--- src/rtl/ahb_master_mux_n.sv ---
// ahb_master_mux_n
// Multi-master AHB-lite bus fabric slice: selects the address phase of the
// master granted by an external arbiter, decodes it onto a one-hot slave
// select, tracks the data phase, and muxes the slave responses back. Any
// address that decodes outside the mapped slaves goes to an internal default
// slave that answers active transfers with a two-cycle ERROR response and
// counts those errors in a saturating 8-bit counter.
//
// Ports
//   HCLK, HRESET            clock, synchronous active-high reset
//   HMASTER                 address-phase master id from the arbiter
//   HADDR_M .. HWDATA_M     per-master request buses, master i at slice i
//   HADDR .. HBURST         selected address-phase signals
//   HWDATA                  write data selected by the data-phase master
//   HSEL                    one-hot slave select (all zero = default slave)
//   HREADYOUT_S, HRESP_S,
//   HRDATA_S                per-slave responses, slave s at slice s
//   HREADY, HRESP, HRDATA   bus response returned to masters and slaves
//   HMASTER_D               data-phase master id
//   ERR_CNT                 saturating count of default-slave ERROR responses

module ahb_master_mux_n #(
    parameter int NM   = 2,
    parameter int NS   = 3,
    parameter int AW   = 14,
    parameter int DW   = 32,
    parameter int SELW = 2,
    parameter int MW   = (NM > 1) ? $clog2(NM) : 1
) (
    input  logic              HCLK,
    input  logic              HRESET,
    input  logic [MW-1:0]     HMASTER,
    input  logic [NM*AW-1:0]  HADDR_M,
    input  logic [NM-1:0]     HWRITE_M,
    input  logic [2*NM-1:0]   HTRANS_M,
    input  logic [3*NM-1:0]   HSIZE_M,
    input  logic [3*NM-1:0]   HBURST_M,
    input  logic [NM*DW-1:0]  HWDATA_M,
    output logic [AW-1:0]     HADDR,
    output logic              HWRITE,
    output logic [1:0]        HTRANS,
    output logic [2:0]        HSIZE,
    output logic [2:0]        HBURST,
    output logic [DW-1:0]     HWDATA,
    output logic [NS-1:0]     HSEL,
    input  logic [NS-1:0]     HREADYOUT_S,
    input  logic [NS-1:0]     HRESP_S,
    input  logic [NS*DW-1:0]  HRDATA_S,
    output logic              HREADY,
    output logic              HRESP,
    output logic [DW-1:0]     HRDATA,
    output logic [MW-1:0]     HMASTER_D,
    output logic [7:0]        ERR_CNT
);

    typedef enum logic [1:0] {
        DS_OK,
        DS_ERR1,
        DS_ERR2
    } ds_state_t;

    ds_state_t       ds_state;
    ds_state_t       ds_next;
    logic [SELW-1:0] a_idx;
    logic            a_dflt;
    logic [SELW-1:0] d_idx;
    logic            d_dflt;
    logic            d_act;
    logic            ds_ready;
    logic            ds_resp;
    logic            err_start;

    // Address-phase mux. An out-of-range master id leaves everything at zero,
    // which is an IDLE transfer. Reset forces IDLE so nothing is started while
    // the fabric is being initialised.
    always_comb begin
        HADDR  = '0;
        HWRITE = 1'b0;
        HTRANS = 2'b00;
        HSIZE  = 3'b000;
        HBURST = 3'b000;
        for (int i = 0; i < NM; i++) begin
            if (int'(HMASTER) == i) begin
                HADDR  = HADDR_M[i*AW +: AW];
                HWRITE = HWRITE_M[i];
                HTRANS = HTRANS_M[2*i +: 2];
                HSIZE  = HSIZE_M[3*i +: 3];
                HBURST = HBURST_M[3*i +: 3];
            end
        end
        if (HRESET) begin
            HTRANS = 2'b00;
        end
    end

    // Slave decode from the top address bits; indices past the mapped slaves
    // fall through to the default slave.
    assign a_idx = HADDR[AW-1 -: SELW];

    always_comb begin
        HSEL   = '0;
        a_dflt = 1'b1;
        for (int s = 0; s < NS; s++) begin
            if (int'(a_idx) == s) begin
                HSEL[s] = 1'b1;
                a_dflt  = 1'b0;
            end
        end
    end

    // Data-phase tracking: captured only when the bus accepts the address
    // phase, so arbiter changes during wait states cannot disturb it.
    always_ff @(posedge HCLK) begin
        if (HRESET) begin
            HMASTER_D <= '0;
            d_idx     <= '0;
            d_dflt    <= 1'b1;
            d_act     <= 1'b0;
        end else if (HREADY) begin
            HMASTER_D <= HMASTER;
            d_idx     <= a_idx;
            d_dflt    <= a_dflt;
            d_act     <= HTRANS[1];
        end
    end

    // Write data follows the master that owns the current data phase.
    always_comb begin
        HWDATA = '0;
        for (int i = 0; i < NM; i++) begin
            if (int'(HMASTER_D) == i) begin
                HWDATA = HWDATA_M[i*DW +: DW];
            end
        end
    end

    // Default-slave state register.
    always_ff @(posedge HCLK) begin
        if (HRESET) begin
            ds_state <= DS_OK;
        end else begin
            ds_state <= ds_next;
        end
    end

    // Default-slave outputs, bus response mux and next state. These share one
    // block because the next state depends on HREADY, which in turn depends on
    // the default slave's own outputs; evaluating them in order here keeps the
    // dependency chain acyclic.
    always_comb begin
        ds_ready = 1'b1;
        ds_resp  = 1'b0;
        case (ds_state)
            DS_ERR1: begin
                ds_ready = 1'b0;
                ds_resp  = 1'b1;
            end
            DS_ERR2: begin
                ds_ready = 1'b1;
                ds_resp  = 1'b1;
            end
            default: begin
                ds_ready = 1'b1;
                ds_resp  = 1'b0;
            end
        endcase

        HREADY = 1'b1;
        HRESP  = 1'b0;
        HRDATA = '0;
        if (!d_dflt) begin
            for (int s = 0; s < NS; s++) begin
                if (int'(d_idx) == s) begin
                    HREADY = HREADYOUT_S[s];
                    HRESP  = HRESP_S[s];
                    HRDATA = HRDATA_S[s*DW +: DW];
                end
            end
        end else if (d_act) begin
            HREADY = ds_ready;
            HRESP  = ds_resp;
        end

        // An active transfer to an unmapped address accepted this cycle.
        err_start = HREADY && HTRANS[1] && a_dflt;

        ds_next = DS_OK;
        case (ds_state)
            DS_OK:   ds_next = err_start ? DS_ERR1 : DS_OK;
            DS_ERR1: ds_next = DS_ERR2;
            DS_ERR2: ds_next = err_start ? DS_ERR1 : DS_OK;
            default: ds_next = DS_OK;
        endcase
    end

    // One count per completed ERROR response, held at the top value.
    always_ff @(posedge HCLK) begin
        if (HRESET) begin
            ERR_CNT <= 8'h00;
        end else if (ds_state == DS_ERR2 && ERR_CNT != 8'hFF) begin
            ERR_CNT <= ERR_CNT + 8'h01;
        end
    end

endmodule

--- config.mk ---
export PLATFORM = sky130hd
export DESIGN_NAME = ahb_master_mux_n
export DESIGN_NICKNAME = d
export VERILOG_FILES = /design/src/rtl/ahb_master_mux_n.sv
export SDC_FILE = /design/constraint.sdc
export NUM_CORES = 1
export LEC_CHECK = 0
export CAP_MARGIN = 20
export CORE_AREA = 2 2 122 124
export DETAILED_ROUTE_END_ITERATION = 10
export DIE_AREA = 0 0 124 126
export HOLD_SLACK_MARGIN = 0.02
export PLACE_DENSITY = 0.56
export SYNTH_ARGS = -nofsm -noshare
export SYNTH_HDL_FRONTEND = slang
export SYNTH_SLANG_ARGS = --single-unit
--- constraint.sdc ---
create_clock -name HCLK -period 4.4 [get_ports HCLK]
set_input_delay 0.66 -clock HCLK [delete_from_list [all_inputs] [get_ports HCLK]]
set_output_delay 0.66 -clock HCLK [all_outputs]
set_load 0.03 [all_outputs]
==> impl_metrics.toml <==
[drt]
post_drt_wl_per_cell_um = 15.9
vias = 3345
drc = 0
drtAntennaViolNets = 0
vias_per_cell = 4.27
first_pass_iters = 4
dr.first_iter.drc_count = 65
routed_wl_um = 12500

[clocking]
h-tree-depth = 1
cts.reportedPaths.clkPinSlew_ns = 0.05
clkLatencyLatePin_ns = 0.24
post_cts_buffers = 0
cts_tree = "built"
cts_resized = 0
cts.root.buffer_cell = "clkbuf_16"
clock_path_buffers = 2
postCtsHoldBufs = 0
cts_made_buffers = 3
cts.sinks = 15

[yosys]
synth.net_count = 519
ys_types = 29
yosysSeqAreaShare_pct = 13.4
ys_ff_latch = 15
yosys_warnings = 0
postSynthAreaPerCell_sq_um = 7.51
syn_area_sq_um = 2240
synth_cells = 298

[critical_path]
cp-start-kind = "flip-flop"
worstPathRequired_ns = 3.74
max_stage_delay_ns = 0.71
crit_chain = "nor2b_2, buf_4, a21oi_1, o21ai_0, clkdlybuf4s50_1"
crit_arrival_ns = 2.72
crit_slowest_cell = "clkdlybuf4s50_1"
r2r_setup_slack_ns = 2.26
crit_path_end_kind = "output pin"
crit_family = "buffers and inverters"
cp_num_buf_inv = 2
path_class = "flip-flop to output pin"
crit_fanout = 20

[floorplan]
start_util_pct = 15.6
die-height_um = 126
die_area_sq_um = 15600
core_area_sq_um = 14300
die_w_um = 124
pin_count = 316
row_count = 44

[final_layout]
area_growth_pct = 152
diodes = 0
regArea_sq_um = 302
multi_input_area_sq_um = 1820
final_common_cell = "clkdlybuf4s50_1"
nFillCells = 1452
drive_gt1_share_pct = 11.2
final_nets = 821
layout_common_cells = "clkdlybuf4s50_1 (315), nor2_1 (74), mux2_2 (54), mux2i_1 (37), a21oi_1 (35)"

[grt]
grt_overflow = 0
grt_usage_pct = 14.5
antenna_found_initial = 0
grt_max_degree = 38
grt_pass1_vias = 3302
grt_pass1_wl_um = 17700

[placement]
port_buffers = 315
gp_congestion = 0.800
dpl.hpwl_um = 10400

[hold_path]
hp-class = "flip-flop to flip-flop"

[pwr]
cellPowerDensity_nw_per_um2 = 186
leakagePower_nw = 2.16
ir_drop_uv = 172
finalPower_mw = 1.05

[timing]
report.final.slew_viol_count = 0
hold_violations = 0
finalSetupViolCount = 0
rsz0062_at_grt = "no"
fin_crit_ns = 3.38
worst_pin_slew_ns = 0.677
skew_ns = 0.00244
maxSlewHeadroom_pct = 54.6
fmaxAchievable_ghz = 0.295
tns_ns = 0
period_share_pct = 76.9

[status]
status = "completed"

[run]
maxCapViolations = 0
## per-layer routing
layer / global-route usage [%] / up-vias / part of all wire (%)
met2: 28.7 / 174 / 53
met3: 2.90 / 2 / 9.6
met1: 16.4 / 1525 / 37
met4: 0.793 / 0 / 0.14
li1: - / 1644 / -
met5: 0 / - / 0
## worst reg2reg max path, stage by stage (launching register included)
cell     delay (ns)
dfxtp_2        0.75
mux2_2         0.44
o31a_4         0.32
and3_1         0.21
or3_1          0.31
## final timing paths
kind,startpoint,end,depth (start not counted)
max,d_idx[0],HRESP,5
min,HMASTER_D,HMASTER_D,2
max reg2reg,d_idx[0],d_dflt,4
min reg2reg,HMASTER_D,HMASTER_D,2
## area by class of cell
type / instances / area share [%]
inverters: 5 / 0.332
repair buffers: 321 / 56.6
flip-flops and latches: 15 / 5.34
well taps: 184 / 4.08
clock buffers: 4 / 1.40
multi-input cells: 254 / 32.2
## flip-flops by register name, indices dropped and copies added (netlist names)
register   flops
ERR_CNT        8
HMASTER_D      1
d_act          1
d_dflt         1
d_idx          2
ds_state       2
## synth_stat cells, drive strengths merged
cell,number,area (sq um)
and2,3,18.8
nor2,74,278
o31a,1,17.5
mux2i,37,370
xor2,3,26.3
o211ai,1,7.51
buf,9,46.3
nor2b,4,25.0
o311ai,1,8.76
inv,5,18.8
nand2,6,22.5
ha,6,75.1
a21oi,35,175
nor3,2,10.0
and4,2,17.5
and3,6,37.5
o21ai,6,30.0
clkbuf,15,56.3
dfxtp,15,300
mux2,54,608
or4b,1,13.8
a21o,1,7.51
o211a,1,10.0
nand4,4,25.0
or3,1,6.26
nand3,5,25.0
## metrics by stage
step                      cell area (sq um)  setup slack (ns)  hold slack [ns]  util (%)  instances
after global placement                 5570              1.17            0.463      38.9        779
final                                  5650              1.02            0.460      39.4        783
after global routing                   5650             0.830            0.499      39.4        783
after detailed placement               5570              1.13            0.457      38.9        779
after floorplan                        2240              1.92            0.458         -        298
after CTS                              5650             0.974            0.465      39.4        783
## where the power goes
| part | internal [mW] | switching [mW] | total (mW) |
|---|---|---|---|
| Sequential | 0.142 | 0.0125 | 0.154 |
| Clock | 0.122 | 0.0519 | 0.174 |
| Combinational | 0.390 | 0.332 | 0.722 |
| Total | 0.654 | 0.396 | 1.05 |
## cell families (layout without fill, tap and decap cells)
kind of cell | after synthesis | count (layout) | share of synthesized area (%)
AOI/OAI and AO/OA | 46 | 46 | 11.5
xor gates and xnor gates | 3 | 3 | 1.17
adders and majority gates | 6 | 6 | 3.36
buffers and inverters | 29 | 330 | 5.42
DFF | 15 | 15 | 13.4
muxes | 91 | 91 | 43.7
and+or+nand+nor | 108 | 108 | 21.4
Power figures use the tool's default switching activity.
